### src/rtl/morse_pkg.sv
`default_nettype none
// ============================================================================
// Module   : morse_pkg
// Purpose  : Shared constants and types for the Morse input sequencer.
//            DOT/DASH symbol encoding, maximum symbols per character and the
//            sequencer FSM state type.
// Revision : 1.0  initial release
// ============================================================================
package morse_pkg;

  localparam logic DOT         = 1'b0;
  localparam logic DASH        = 1'b1;
  localparam int   MAX_SYMBOLS = 5;

  typedef enum logic [1:0] {
    IDLE    = 2'd0,
    COLLECT = 2'd1,
    HOLD    = 2'd2
  } state_t;

endpackage
`default_nettype wire

### src/rtl/morse_debounce.sv
`default_nettype none
// ============================================================================
// Module   : morse_debounce
// Purpose  : One raw asynchronous key -> 2-FF synchronizer -> debounce filter
//            -> registered one-cycle rising-edge pulse.
// Ports    : clk     system clock
//            rst_n   asynchronous active-low reset
//            raw_in  raw asynchronous key level
//            rise    one-cycle pulse, DEBOUNCE_CYCLES+3 cycles after a clean
//                    0->1 step on raw_in
// Revision : 1.0  initial release
// ============================================================================
module morse_debounce
  import morse_pkg::*;
#(
  parameter int DEBOUNCE_CYCLES = 50000
) (
  input  logic clk,
  input  logic rst_n,
  input  logic raw_in,
  output logic rise
);

  localparam int CNT_W = (DEBOUNCE_CYCLES > 1) ? $clog2(DEBOUNCE_CYCLES) : 1;
  localparam logic [CNT_W-1:0] CNT_LAST = CNT_W'(DEBOUNCE_CYCLES - 1);

  logic             sync1_q, sync1_d;
  logic             sync2_q, sync2_d;
  logic             level_q, level_d;
  logic             level_dly_q, level_dly_d;
  logic             rise_q, rise_d;
  logic [CNT_W-1:0] cnt_q, cnt_d;

  always_comb begin
    sync1_d     = raw_in;
    sync2_d     = sync1_q;
    level_d     = level_q;
    cnt_d       = '0;
    level_dly_d = level_q;
    // Registered edge so the pulse is glitch-free and lands a fixed
    // latency after the debounced level flips.
    rise_d      = level_q & ~level_dly_q;
    // The counter only runs while the synchronized input disagrees with the
    // accepted level; any agreement restarts the stability window.
    if (sync2_q != level_q) begin
      if (cnt_q == CNT_LAST) begin
        level_d = sync2_q;
      end else begin
        cnt_d = cnt_q + CNT_W'(1);
      end
    end
  end

  always_ff @(posedge clk or negedge rst_n) begin
    if (!rst_n) begin
      sync1_q     <= 1'b0;
      sync2_q     <= 1'b0;
      level_q     <= 1'b0;
      level_dly_q <= 1'b0;
      rise_q      <= 1'b0;
      cnt_q       <= '0;
    end else begin
      sync1_q     <= sync1_d;
      sync2_q     <= sync2_d;
      level_q     <= level_d;
      level_dly_q <= level_dly_d;
      rise_q      <= rise_d;
      cnt_q       <= cnt_d;
    end
  end

  assign rise = rise_q;

endmodule
`default_nettype wire

### src/rtl/morse_input_sequencer.sv
`default_nettype none
// ============================================================================
// Module   : morse_input_sequencer
// Purpose  : Collects debounced dot/dash key presses into a Morse character
//            of up to five symbols and commits it on a done key or after an
//            idle gap, holding it until the consumer accepts it.
// Ports    : clk, rst_n      clock, asynchronous active-low reset
//            button_in[1:0]  raw keys, bit0 dot, bit1 dash
//            switch_in[3:0]  raw switches, bit0 is done
//            commit_ready    consumer accepts the held character
//            status_clr      clears the sticky status flags
//            commit_valid    committed character is being held
//            commit_sym[4:0] symbols, first in bit0, dot=0 dash=1
//            commit_len[2:0] symbol count 1..5
//            busy            high while collecting or holding
//            status[1:0]     sticky flags, bit0 err, bit1 drop
// Revision : 1.0  initial release
// ============================================================================
module morse_input_sequencer
  import morse_pkg::*;
#(
  parameter int DEBOUNCE_CYCLES = 50000,
  parameter int GAP_CYCLES      = 50000000
) (
  input  logic       clk,
  input  logic       rst_n,
  input  logic [1:0] button_in,
  input  logic [3:0] switch_in,
  input  logic       commit_ready,
  input  logic       status_clr,
  output logic       commit_valid,
  output logic [4:0] commit_sym,
  output logic [2:0] commit_len,
  output logic       busy,
  output logic [1:0] status
);

  localparam int GAP_W = $clog2(GAP_CYCLES + 1);
  localparam logic [GAP_W-1:0] GAP_LAST = GAP_W'(GAP_CYCLES - 1);
  localparam logic [GAP_W-1:0] GAP_SAT  = {GAP_W{1'b1}};

  logic dot_p, dash_p, done_p;

  morse_debounce #(.DEBOUNCE_CYCLES(DEBOUNCE_CYCLES)) u_dot (
    .clk(clk), .rst_n(rst_n), .raw_in(button_in[0]), .rise(dot_p)
  );
  morse_debounce #(.DEBOUNCE_CYCLES(DEBOUNCE_CYCLES)) u_dash (
    .clk(clk), .rst_n(rst_n), .raw_in(button_in[1]), .rise(dash_p)
  );
  morse_debounce #(.DEBOUNCE_CYCLES(DEBOUNCE_CYCLES)) u_done (
    .clk(clk), .rst_n(rst_n), .raw_in(switch_in[0]), .rise(done_p)
  );

  // Only the done switch is wired into the sequencer.
  logic unused_switch;
  assign unused_switch = ^switch_in[3:1];

  state_t           state_q, state_d;
  logic [4:0]       buf_q, buf_d;
  logic [2:0]       cnt_q, cnt_d;
  logic [GAP_W-1:0] gap_q, gap_d;
  logic             commit_valid_q, commit_valid_d;
  logic [4:0]       commit_sym_q, commit_sym_d;
  logic [2:0]       commit_len_q, commit_len_d;
  logic             err_q, err_d;
  logic             drop_q, drop_d;

  logic       both_keys, one_key, sym_bit;
  logic [4:0] next_buf;
  logic [2:0] next_cnt;

  always_comb begin
    state_d        = state_q;
    buf_d          = buf_q;
    cnt_d          = cnt_q;
    gap_d          = gap_q;
    commit_valid_d = commit_valid_q;
    commit_sym_d   = commit_sym_q;
    commit_len_d   = commit_len_q;
    // Set events below override the clear in the same cycle.
    err_d          = err_q & ~status_clr;
    drop_d         = drop_q & ~status_clr;
    both_keys      = dot_p & dash_p;
    one_key        = dot_p ^ dash_p;
    sym_bit        = dash_p ? DASH : DOT;
    next_buf       = buf_q;
    next_cnt       = cnt_q;

    // Simultaneous keys are ambiguous: both are discarded in every state.
    if (both_keys) begin
      err_d = 1'b1;
    end

    case (state_q)
      IDLE: begin
        if (one_key) begin
          buf_d   = {4'b0000, sym_bit};
          cnt_d   = 3'd1;
          gap_d   = '0;
          state_d = COLLECT;
        end
      end

      COLLECT: begin
        if (gap_q != GAP_SAT) begin
          gap_d = gap_q + GAP_W'(1);
        end
        if (one_key) begin
          if (cnt_q < 3'(MAX_SYMBOLS)) begin
            next_buf = buf_q | (5'(sym_bit) << cnt_q);
            next_cnt = cnt_q + 3'd1;
            gap_d    = '0;
          end else begin
            err_d = 1'b1;
          end
        end
        buf_d = next_buf;
        cnt_d = next_cnt;
        // A symbol arriving with done is folded into the commit.
        if (done_p || (gap_q == GAP_LAST)) begin
          commit_sym_d   = next_buf;
          commit_len_d   = next_cnt;
          commit_valid_d = 1'b1;
          gap_d          = '0;
          state_d        = HOLD;
        end
      end

      HOLD: begin
        if (dot_p | dash_p) begin
          drop_d = 1'b1;
        end
        if (commit_ready) begin
          state_d        = IDLE;
          buf_d          = '0;
          cnt_d          = '0;
          commit_valid_d = 1'b0;
          commit_sym_d   = '0;
          commit_len_d   = '0;
        end
      end

      default: begin
        state_d = IDLE;
      end
    endcase
  end

  always_ff @(posedge clk or negedge rst_n) begin
    if (!rst_n) begin
      state_q        <= IDLE;
      buf_q          <= '0;
      cnt_q          <= '0;
      gap_q          <= '0;
      commit_valid_q <= 1'b0;
      commit_sym_q   <= '0;
      commit_len_q   <= '0;
      err_q          <= 1'b0;
      drop_q         <= 1'b0;
    end else begin
      state_q        <= state_d;
      buf_q          <= buf_d;
      cnt_q          <= cnt_d;
      gap_q          <= gap_d;
      commit_valid_q <= commit_valid_d;
      commit_sym_q   <= commit_sym_d;
      commit_len_q   <= commit_len_d;
      err_q          <= err_d;
      drop_q         <= drop_d;
    end
  end

  assign commit_valid = commit_valid_q;
  assign commit_sym   = commit_sym_q;
  assign commit_len   = commit_len_q;
  assign busy         = (state_q != IDLE);
  assign status       = {drop_q, err_q};

endmodule
`default_nettype wire
### config.mk
export PLATFORM = sky130hd
export DESIGN_NAME = morse_input_sequencer
export DESIGN_NICKNAME = d
export VERILOG_FILES = /design/src/rtl/morse_pkg.sv /design/src/rtl/morse_debounce.sv /design/src/rtl/morse_input_sequencer.sv
export SDC_FILE = /design/constraint.sdc
export NUM_CORES = 1
export LEC_CHECK = 0
export CAP_MARGIN = 5
export CORE_ASPECT_RATIO = 1.2
export CORE_MARGIN = 5
export CORE_UTILIZATION = 55
export CTS_BUF_LIST = sky130_fd_sc_hd__clkbuf_2
export DETAILED_ROUTE_END_ITERATION = 10
export PLACE_DENSITY = 0.83
export SLEW_MARGIN = 5
export SYNTH_ARGS = -nofsm -noshare
export SYNTH_HDL_FRONTEND = slang
export SYNTH_SLANG_ARGS = --single-unit
### constraint.sdc
create_clock -name clk -period 4.5 [get_ports clk]
set_input_delay 0.9 -clock clk [delete_from_list [all_inputs] [get_ports clk]]
set_output_delay 0.9 -clock clk [all_outputs]
set_load 0.02 [all_outputs]
Yosys cells after proc, flatten, opt, wreduce, memory -nomap -nowiden --
Index checks and enable logic that the tools add are counted.
Word-level totals: bits in registers 110, latch bits 0, memory bits (writable) 0, ROM bits 0, input bits 10, output and inout port bits 12, word-level logic and storage cells 113, memories kept 0
Cells by class: $add $sub $neg 5, $mul 0, div/mod/pow operators 0, order comparisons 1, equal/unequal tests 13, shifts and indexed selects 1, mux-type cells 40, bitwise logic cells 13, reductions and logical operators 13
Operator list (count):
- 26-bit 2-to-1 mux | 5
- 16-bit 2-to-1 mux | 6
- 26-bit one-hot mux with 2 select lines | 1
- 16-bit by 1-bit adder with 16-bit output (second input constant) | 3
- 16-bit == test (second input constant) | 3
- 26-bit by 1-bit adder with 26-bit output (second input constant) | 1
- 26-bit == test (second input constant) | 1
- 26-bit inequality test (second input constant) | 1
- 5-bit 2-to-1 mux | 5
- 3-bit 2-to-1 mux | 5
- 5-bit one-hot mux with 3 select lines | 1
- 5-bit one-hot mux with 2 select lines | 1
- 1-bit 2-to-1 mux | 9
- 3-bit one-hot mux with 3 select lines | 1
- 3-bit AND reduction | 3
- 2-bit AND reduction | 4
- 1-bit bitwise AND | 6
- 2-bit 2-to-1 mux | 3
- 2-bit inequality test (second input constant) | 3
- 2-bit one-hot mux with 3 select lines | 1
- 3-bit one-hot mux with 2 select lines | 1
- 2-bit nonzero test | 3
- 5-bit OR | 1
- 1-bit by 3-bit << shifter with 5-bit output | 1
- other kinds (12) | 17

Logic depth before layout (Yosys ltp) --
Gate-level depths: netlist of the first run.
depth in word-level cells 7, mapped depth 9, mapped depth without buffers 7

By module --
A second synthesis of the first run with hierarchy kept.
Unflattened totals: cells, all modules 537, area, all modules 5769.3 µm²
By module, submodules not included:
- morse_debounce | times used 3, cells an instance 86, area an instance 993.5 µm², sequential area each 525.5 µm²
- morse_input_sequencer | times used 1, cells an instance 279, area an instance 2788.9 µm², sequential area each 1176.1 µm²

Worst setup path before layout of the first run --
Ideal clock, no wire load.
path kind register -> register, start point register u_dash.rise_q, in the netlist u_dash.rise, end point register gap_q[0], library setup time 0.133 ns, arrival time 1.993 ns, required time 4.367 ns, slack 2.374 ns, stages on the path, launching flop included 9, path buffers 3, clock period less this slack 2.126 ns, cell sequence dfrtp_1 inv_1 ha_1 clkbuf_1 mux2i_1 clkbuf_1 a31oi_1 clkbuf_1 nor2_1
Between the ends: longest elaborated chain between the ends 4, elaborated cells on any way between the ends 6, classes of those cells 1 x eq/ne; 3 x mux; 1 x bitwise; 1 x reduce/logical
RTL lines:
- start, declared | RTL line morse_debounce.sv:31 | logic rise_q, rise_d;
- start signal, assigned | RTL line morse_debounce.sv:67 | rise_q <= rise_d;
- 1-bit bitwise XOR (*) | RTL line morse_input_sequencer.sv:84 | one_key = dot_p ^ dash_p;
- 26-bit 2-to-1 mux | RTL line morse_input_sequencer.sv:108 | if (one_key) begin
- 26-bit 2-to-1 mux | RTL line morse_input_sequencer.sv:120 | if (done_p || (gap_q == GAP_LAST)) begin
- 26-bit one-hot mux with 2 select lines | RTL line morse_input_sequencer.sv:94 | case (state_q)
- end signal, assigned | RTL line morse_input_sequencer.sv:164 | gap_q <= gap_d;
- end, declared | RTL line morse_input_sequencer.sv:61 | logic [GAP_W-1:0] gap_q, gap_d;
Every way passes the cells marked *; elsewhere a longest branch is shown, timed or not. A chain may end at the register's enable or synchronous reset.

Worst setup path after layout of the first run --
start point register state_q[1], end point output port busy
Between the ends: longest elaborated chain between the ends 1
RTL lines:
- start, declared | RTL line morse_input_sequencer.sv:58 | state_t state_q, state_d;
- start signal, assigned | RTL line morse_input_sequencer.sv:161 | state_q <= state_d;
- 2-bit nonzero test | RTL line morse_input_sequencer.sv:176 | assign busy = (state_q != IDLE);
- end, declared | RTL line morse_input_sequencer.sv:34 | output logic busy,
Every way passes these cells.

==> impl_metrics.csv, run 1 <==
group,metric,value,unit
timing,fin_crit_sh,0.664,
global_route,grtUsageMet3,0.0247,
setup_path,start_kind,"flop",
setup_path,critPathLaunch,"state_q[1]",
timing,period_minus_slack,2990,ps
synthesis,synth_top_area_frac,0.510,
route,wl_per_cell,14.6,um
synthesis,synth_area_leaders,"dfrtp_1 (51%), nor2_1 (5.3%), xnor2_1 (4.7%)",
route,via_per_inst,5.90,
floorplan,io_pins,22,
synthesis,async_flop_share,1.00,
setup_path,worstSetupEndpointType,"primary output",
clocking,clock_tree.root_cell,"clkbuf_2",
finish,final_common_cell,"dfrtp_1",
setup_path,reg2reg_from,"gap_q[21]",
route,drt-total-wl,10.1,mm
route,route.vias.total,4088,
timing,worst_pin_slew,967,ps
synthesis,netlist_instances,552,
route,ant_nets,0,
synthesis,synth_seq_area_share,0.510,
finish,final_cell_area,0.00576,mm^2
global_route,grt_pass1_vias,3956,
global_route,overflow,0,
clocking,clock-sinks,110,
placed_design,dp_hpwl,6.90,mm
synthesis,synth_seq_cells,110,
setup_path,crit_fanout,4,
timing,drv_slew,0,
clocking,cts.clk_slew.worst_paths,290,ps
run,drv_cap,0,
route,dr.pass1.iters,6,
finish,seq_area,0.00275,mm^2
clocking,cts.repair.resized,0,
timing,tns,0,ps
global_route,grt_antenna_before_repair,1,
synthesis,synth-edff-count,0,
global_route,grt_use_total,0.182,
clocking,cts_tree,"built",
global_route,grt.busiest_layer,"met2",
setup_path,path_class,"reg -> out",
placed_design,finalWeightedCongestion,0.867,
timing,hold_ws,387,ps
floorplan,core_area,0.00956,mm^2
min_path,hold_path_startpoint,"u_done.sync1_q",
clocking,htreeDepth,3,
clocking,clk_path_buf_depth,2,
global_route,grt_first_pass_wirelength,17.9,mm
floorplan,fp-row-count,39,
placed_design,postPlaceCellArea,0.00567,mm^2
finish,multi_input_area,0.00248,mm^2
clocking,ctsHoldBuffers,0,
synthesis,synth-warning-count,0,
timing,fin_skew,31.8,ps
synthesis,synth_top_cell_by_area,"dfrtp_1",
pwr,power_density,250,mW/mm^2
clocking,postCtsSetupBuffers,0,
floorplan,die_h,119,um
clocking,clk_latency,610,ps
floorplan,start_util,0.565,
synthesis,avgSynthCellArea,9.79,um^2
finish,final_nets,584,
global_route,grt_max_degree,81,
setup_path,crit_required,3600,ps
finish,final_cell_mix,"dfrtp_1 (110), nor2_1 (76), nand2_1 (54)",
timing,slew_headroom,0.355,
route,drc,0,
synthesis,ys_types,54,
synthesis,synth-main-ff-cell,"dfrtp_1",
timing,fmax,0.334,GHz
pwr,vdd_drop_max,0.149,mV
finish,area_growth,6.72,%
finish,fill_cells,826,
synthesis,syn-cell-area,0.00540,mm^2
min_path,worstHoldPathType,"reg -> reg",
route,drt_iter0_markers,186,
pwr,p_leak,2.44,nW
global_route,use_met1,0.232,
placed_design,port-buffer-count,18,
setup_path,arrival,2090,ps
clocking,cts_buffers,9,
timing,rsz0062_at_grt,"no",
timing,hold_viol,0,
global_route,grt.met2_usage,0.301,
synthesis,synth_nets,572,
timing,setup_viol,0,
finish,drive_gt1_frac,0.0633,
floorplan,die_w,100,um
floorplan,dieArea,0.0119,mm^2
outcome,status,"completed",
state kept, by name, summed over array words and instances (netlist names), 2 cells and up:
name / cells
u_done.cnt_q: 16
state_q: 2
commit_sym: 5
buf_q: 5
cnt_q: 3
gap_q: 26
u_dash.cnt_q: 16
commit_len: 3
u_dot.cnt_q: 16
synthesized netlist by cell type (7+ instances only):
cell type and number:
a21oi_1 22, a31oi_1 7, and3_1 9, and4_1 7
clkbuf_1 17, dfrtp_1 110, ha_1 10, inv_1 18
nand2_1 54, nand3_1 39, nand4_1 14, nor2_1 76
nor3_1 11, o21ai_0 8, o31ai_1 10, or4_1 11
xnor2_1 29, xor2_1 26
worst paths after layout:
path	slack (ps)	endpoint	cells past startpoint
max	1510	busy	4
min in group asynchronous	410	u_dot.cnt_q[12]	1
max in group asynchronous	3140	u_done.cnt_q[14]	2
min reg2reg	390	u_done.sync2_q	0
max reg2reg	1880	gap_q[6]	5
min	390	u_done.sync2_q	0
cell type report:
class / count / area share
clock inverter: 6 / 0.00673
inverter: 18 / 0.0117
tap: 123 / 0.0267
multi-input combinational: 401 / 0.430
timing repair buffer: 24 / 0.0386
sequential: 110 / 0.478
clock buffer: 10 / 0.00868
antenna: 1 / 0.000434
where the power goes:
part / internal, mW / leakage, nW / switching [mW]
logic: 0.0126 / 0.927 / 0.0308
clock network: 0.0707 / 0.0476 / 0.320
registers: 1.00 / 1.46 / 0.00756
layer usage:
layer,vias to the layer above,wire length [um]
li1,1969,-
met1,2008,4390
met5,-,0
met3,21,358
met2,90,5110
met4,0,254
metrics by stage:
stage | util | power, mW | setup WS [ps] | cells
3_3_place_gp | 0.593 | 1.07 | 1930 | 676
5_1_grt | 0.603 | 1.50 | 1370 | 693
2_1_floorplan | - | 1.04 | 2370 | 552
3_5_place_dp | 0.593 | 1.07 | 1940 | 676
6_report | 0.603 | 1.44 | 1510 | 693
4_1_cts | 0.602 | 1.46 | 1480 | 692
cells by family (layout without fill, tap and decap cells):
group | after synthesis | after routing | share of synthesized area
AND/OR/NAND/NOR | 252 | 252 | 0.235
flip-flops | 110 | 110 | 0.510
AO/OA/AOI/OAI | 76 | 76 | 0.0938
XOR/XNOR | 55 | 55 | 0.0892
buffers and inverters | 41 | 58 | 0.0331
adder cells (fa/ha/maj) | 10 | 10 | 0.0232
multiplexers | 8 | 8 | 0.0158
other | 0 | 1 | 0
critical path, stage by stage, from the launching register on:
cell and delay (ps):
dfrtp_1 430, inv_1 80, ha_1 240, inv_1 120, clkdlybuf4s50_1 610
(Power assumes the default switching activity.)
==> run 2, diff against run 1 <==
==> constraint.sdc (replaced) <==
create_clock -name clk -period 3.1 [get_ports clk]
set_input_delay 0.62 -clock clk [delete_from_list [all_inputs] [get_ports clk]]
set_output_delay 0.62 -clock clk [all_outputs]
set_load 0.02 [all_outputs]
==> run 2 against run 1 <==
  * Sequential share of layout area down 0.14 points
  * Power rose by 46%
  * Setup slack lost 1100 ps
  * Critical path type unchanged
  * Count of clock-buffer cells in the layout is the same
  * Register-to-register slack worse by 1400 ps
  * Clock power is 46% higher
  * Via count decreased by 0.44%
==> impl_metrics.csv, run 2 (synthesis results as in run 1) <==
group,metric,value,unit
clocking,htreeDepth,3,
finish,final_cell_area,0.00578,mm^2
global_route,grt_max_degree,61,
route,drt-total-wl,10.1,mm
clocking,cts.repair.resized,0,
floorplan,io_pins,22,
setup_path,crit_required,2480,ps
timing,tns,0,ps
timing,fmax,0.373,GHz
setup_path,rrSetupSlack,500,ps
route,route.vias.total,4070,
route,via_per_inst,5.87,
timing,hold_viol,0,
setup_path,slowest_delay,620,ps
floorplan,die_w,100,um
clocking,clk_path_buf_depth,2,
setup_path,worstSetupEndpointType,"primary output",
clocking,ctsHoldBuffers,0,
route,drt_iter0_markers,224,
floorplan,dieArea,0.0119,mm^2
pwr,p_sw_frac,0.248,
clocking,clk_latency,570,ps
floorplan,start_util,0.565,
timing,hold_ws,69.6,ps
finish,final_cell_count_no_fill,693,
clocking,cts_tree,"built",
placed_design,postPlaceCellArea,0.00569,mm^2
setup_path,crit_fanout,4,
timing,drv_slew,0,
route,drc,0,
outcome,status,"completed",
setup_path,worstSetupEndpoint,"busy",
placed_design,place_ws,604,ps
setup_path,cp_slowest_cell,"clkdlybuf4s50_1",
timing,worst_pin_slew,902,ps
pwr,total_power,2.10,mW
setup_path,crit_path_cell_trace,"inv_1, ha_1, inv_1, clkdlybuf4s50_1",
clocking,clock-sinks,110,
global_route,grt_pass1_vias,4010,
setup_path,start_kind,"flop",
timing,worst_slack,422,ps
finish,top_register,"gap_q",
setup_path,crit_top_cell,"inv_1",
finish,final_util,0.605,
global_route,grt_first_pass_wirelength,18.2,mm
finish,largest_register_ffs,26,
clocking,postCtsSetupBuffers,0,
route,ant_nets,0,
timing,rsz0062_at_grt,"no",
timing,period_minus_slack,2680,ps
clocking,clock_tree.root_cell,"clkbuf_2",
global_route,overflow,0,
route,wl_per_cell,14.6,um
timing,fin_crit_sh,0.864,
placed_design,finalWeightedCongestion,0.888,
timing,setup_viol,0,
pwr,switchingPower,0.520,mW
global_route,grt_use_total,0.182,
pwr,power_density,363,mW/mm^2
route,dr.pass1.iters,4,
finish,area_growth,7.04,%
clocking,cts_buffers,9,
finish,final_nets,585,
setup_path,arrival,2060,ps
pwr,p_clk_frac,0.272,
placed_design,dp.cells,677,
finish,final_cell_mix,"dfrtp_1 (110), nor2_1 (76), nand2_1 (54)",
floorplan,fp-row-count,39,
finish,drive_gt1_frac,0.0649,
pwr,seq_power_share,0.697,
finish,final_common_cell,"dfrtp_1",
placed_design,port-buffer-count,18,
finish,fill_cells,809,
timing,slew_headroom,0.394,
clocking,cts.clk_slew.worst_paths,290,ps
setup_path,reg2reg_from,"gap_q[21]",
min_path,worstHoldPathType,"in -> async",
floorplan,core_area,0.00956,mm^2
global_route,grt_antenna_before_repair,0,
pwr,p_int,1.58,mW
pwr,power_frac_comb,0.031,
setup_path,critPathLaunch,"state_q[0]",
setup_path,r2r-end,"gap_q[23]",
pwr,vdd_drop_max,0.295,mV
timing,fin_skew,21.5,ps
placed_design,dp_hpwl,7.07,mm
pwr,p_leak,2.46,nW
floorplan,die_h,119,um
setup_path,reg2reg_depth,5,
run,drv_cap,0,
setup_path,path_class,"reg -> out",
finish,antenna_cells,0,
==> run 2: cell count changes in the layout (fill, tap and decap cells not counted), sizes merged <==
cell | before | now
clkinv | 2 | 5
clkinvlp | 4 | 1
buf | 7 | 8
diode | 1 | 0
==> run 2: per-layer routing <==
| metal | share of wire | routed length, um | vias up | GRT usage |
|---|---|---|---|---|
| met3 | 0.029 | 292 | 17 | 0.0283 |
| met4 | 0.016 | 162 | 0 | 0.0682 |
| met2 | 0.51 | 5120 | 72 | 0.297 |
| li1 | - | - | 1970 | - |
| met1 | 0.45 | 4510 | 2011 | 0.243 |
| met5 | 0 | 0 | - | 0 |
==> run 2: critical path, delay by kind of cell (launching register included) <==
kind,cells,cell delay (ps)
buffers and inverters,3,810
flip-flops,1,430
adder cells (fa/ha/maj),1,260
==> run 2: layout make-up <==
class,count,area (um^2),share of cell area
clock buffer,10,50.0,0.00866
clock inverter,6,38.8,0.00671
inverter,18,67.6,0.0117
multi-input combinational,401,2480,0.428
sequential,110,2750,0.476
tap,123,154,0.0266
timing repair buffer,25,243,0.0420
==> run 2: power by group through the flow <==
stage | combinational (mW) | clock [mW] | sequential, mW
after CTS | 0.0690 | 0.585 | 1.46
after global placement | 0.0657 | 0 | 1.49
after floorplan | 0.0249 | 0 | 1.48
final | 0.0659 | 0.571 | 1.46
after detailed placement | 0.0684 | 0 | 1.49
after global routing | 0.0778 | 0.639 | 1.47
==> run 2: worst min path at each step <==
stage	startpoint	end	slack, ps	cells after the start
4_1_cts	rst_n	u_dot.cnt_q[12]	70	1
3_3_place_gp	u_done.sync1_q	u_done.sync2_q	330	0
3_5_place_dp	u_done.sync1_q	u_done.sync2_q	340	0
2_1_floorplan	rst_n	buf_q[0]	320	0
5_1_grt	rst_n	u_dot.cnt_q[11]	80	1
6_report	rst_n	u_dash.cnt_q[15]	70	1
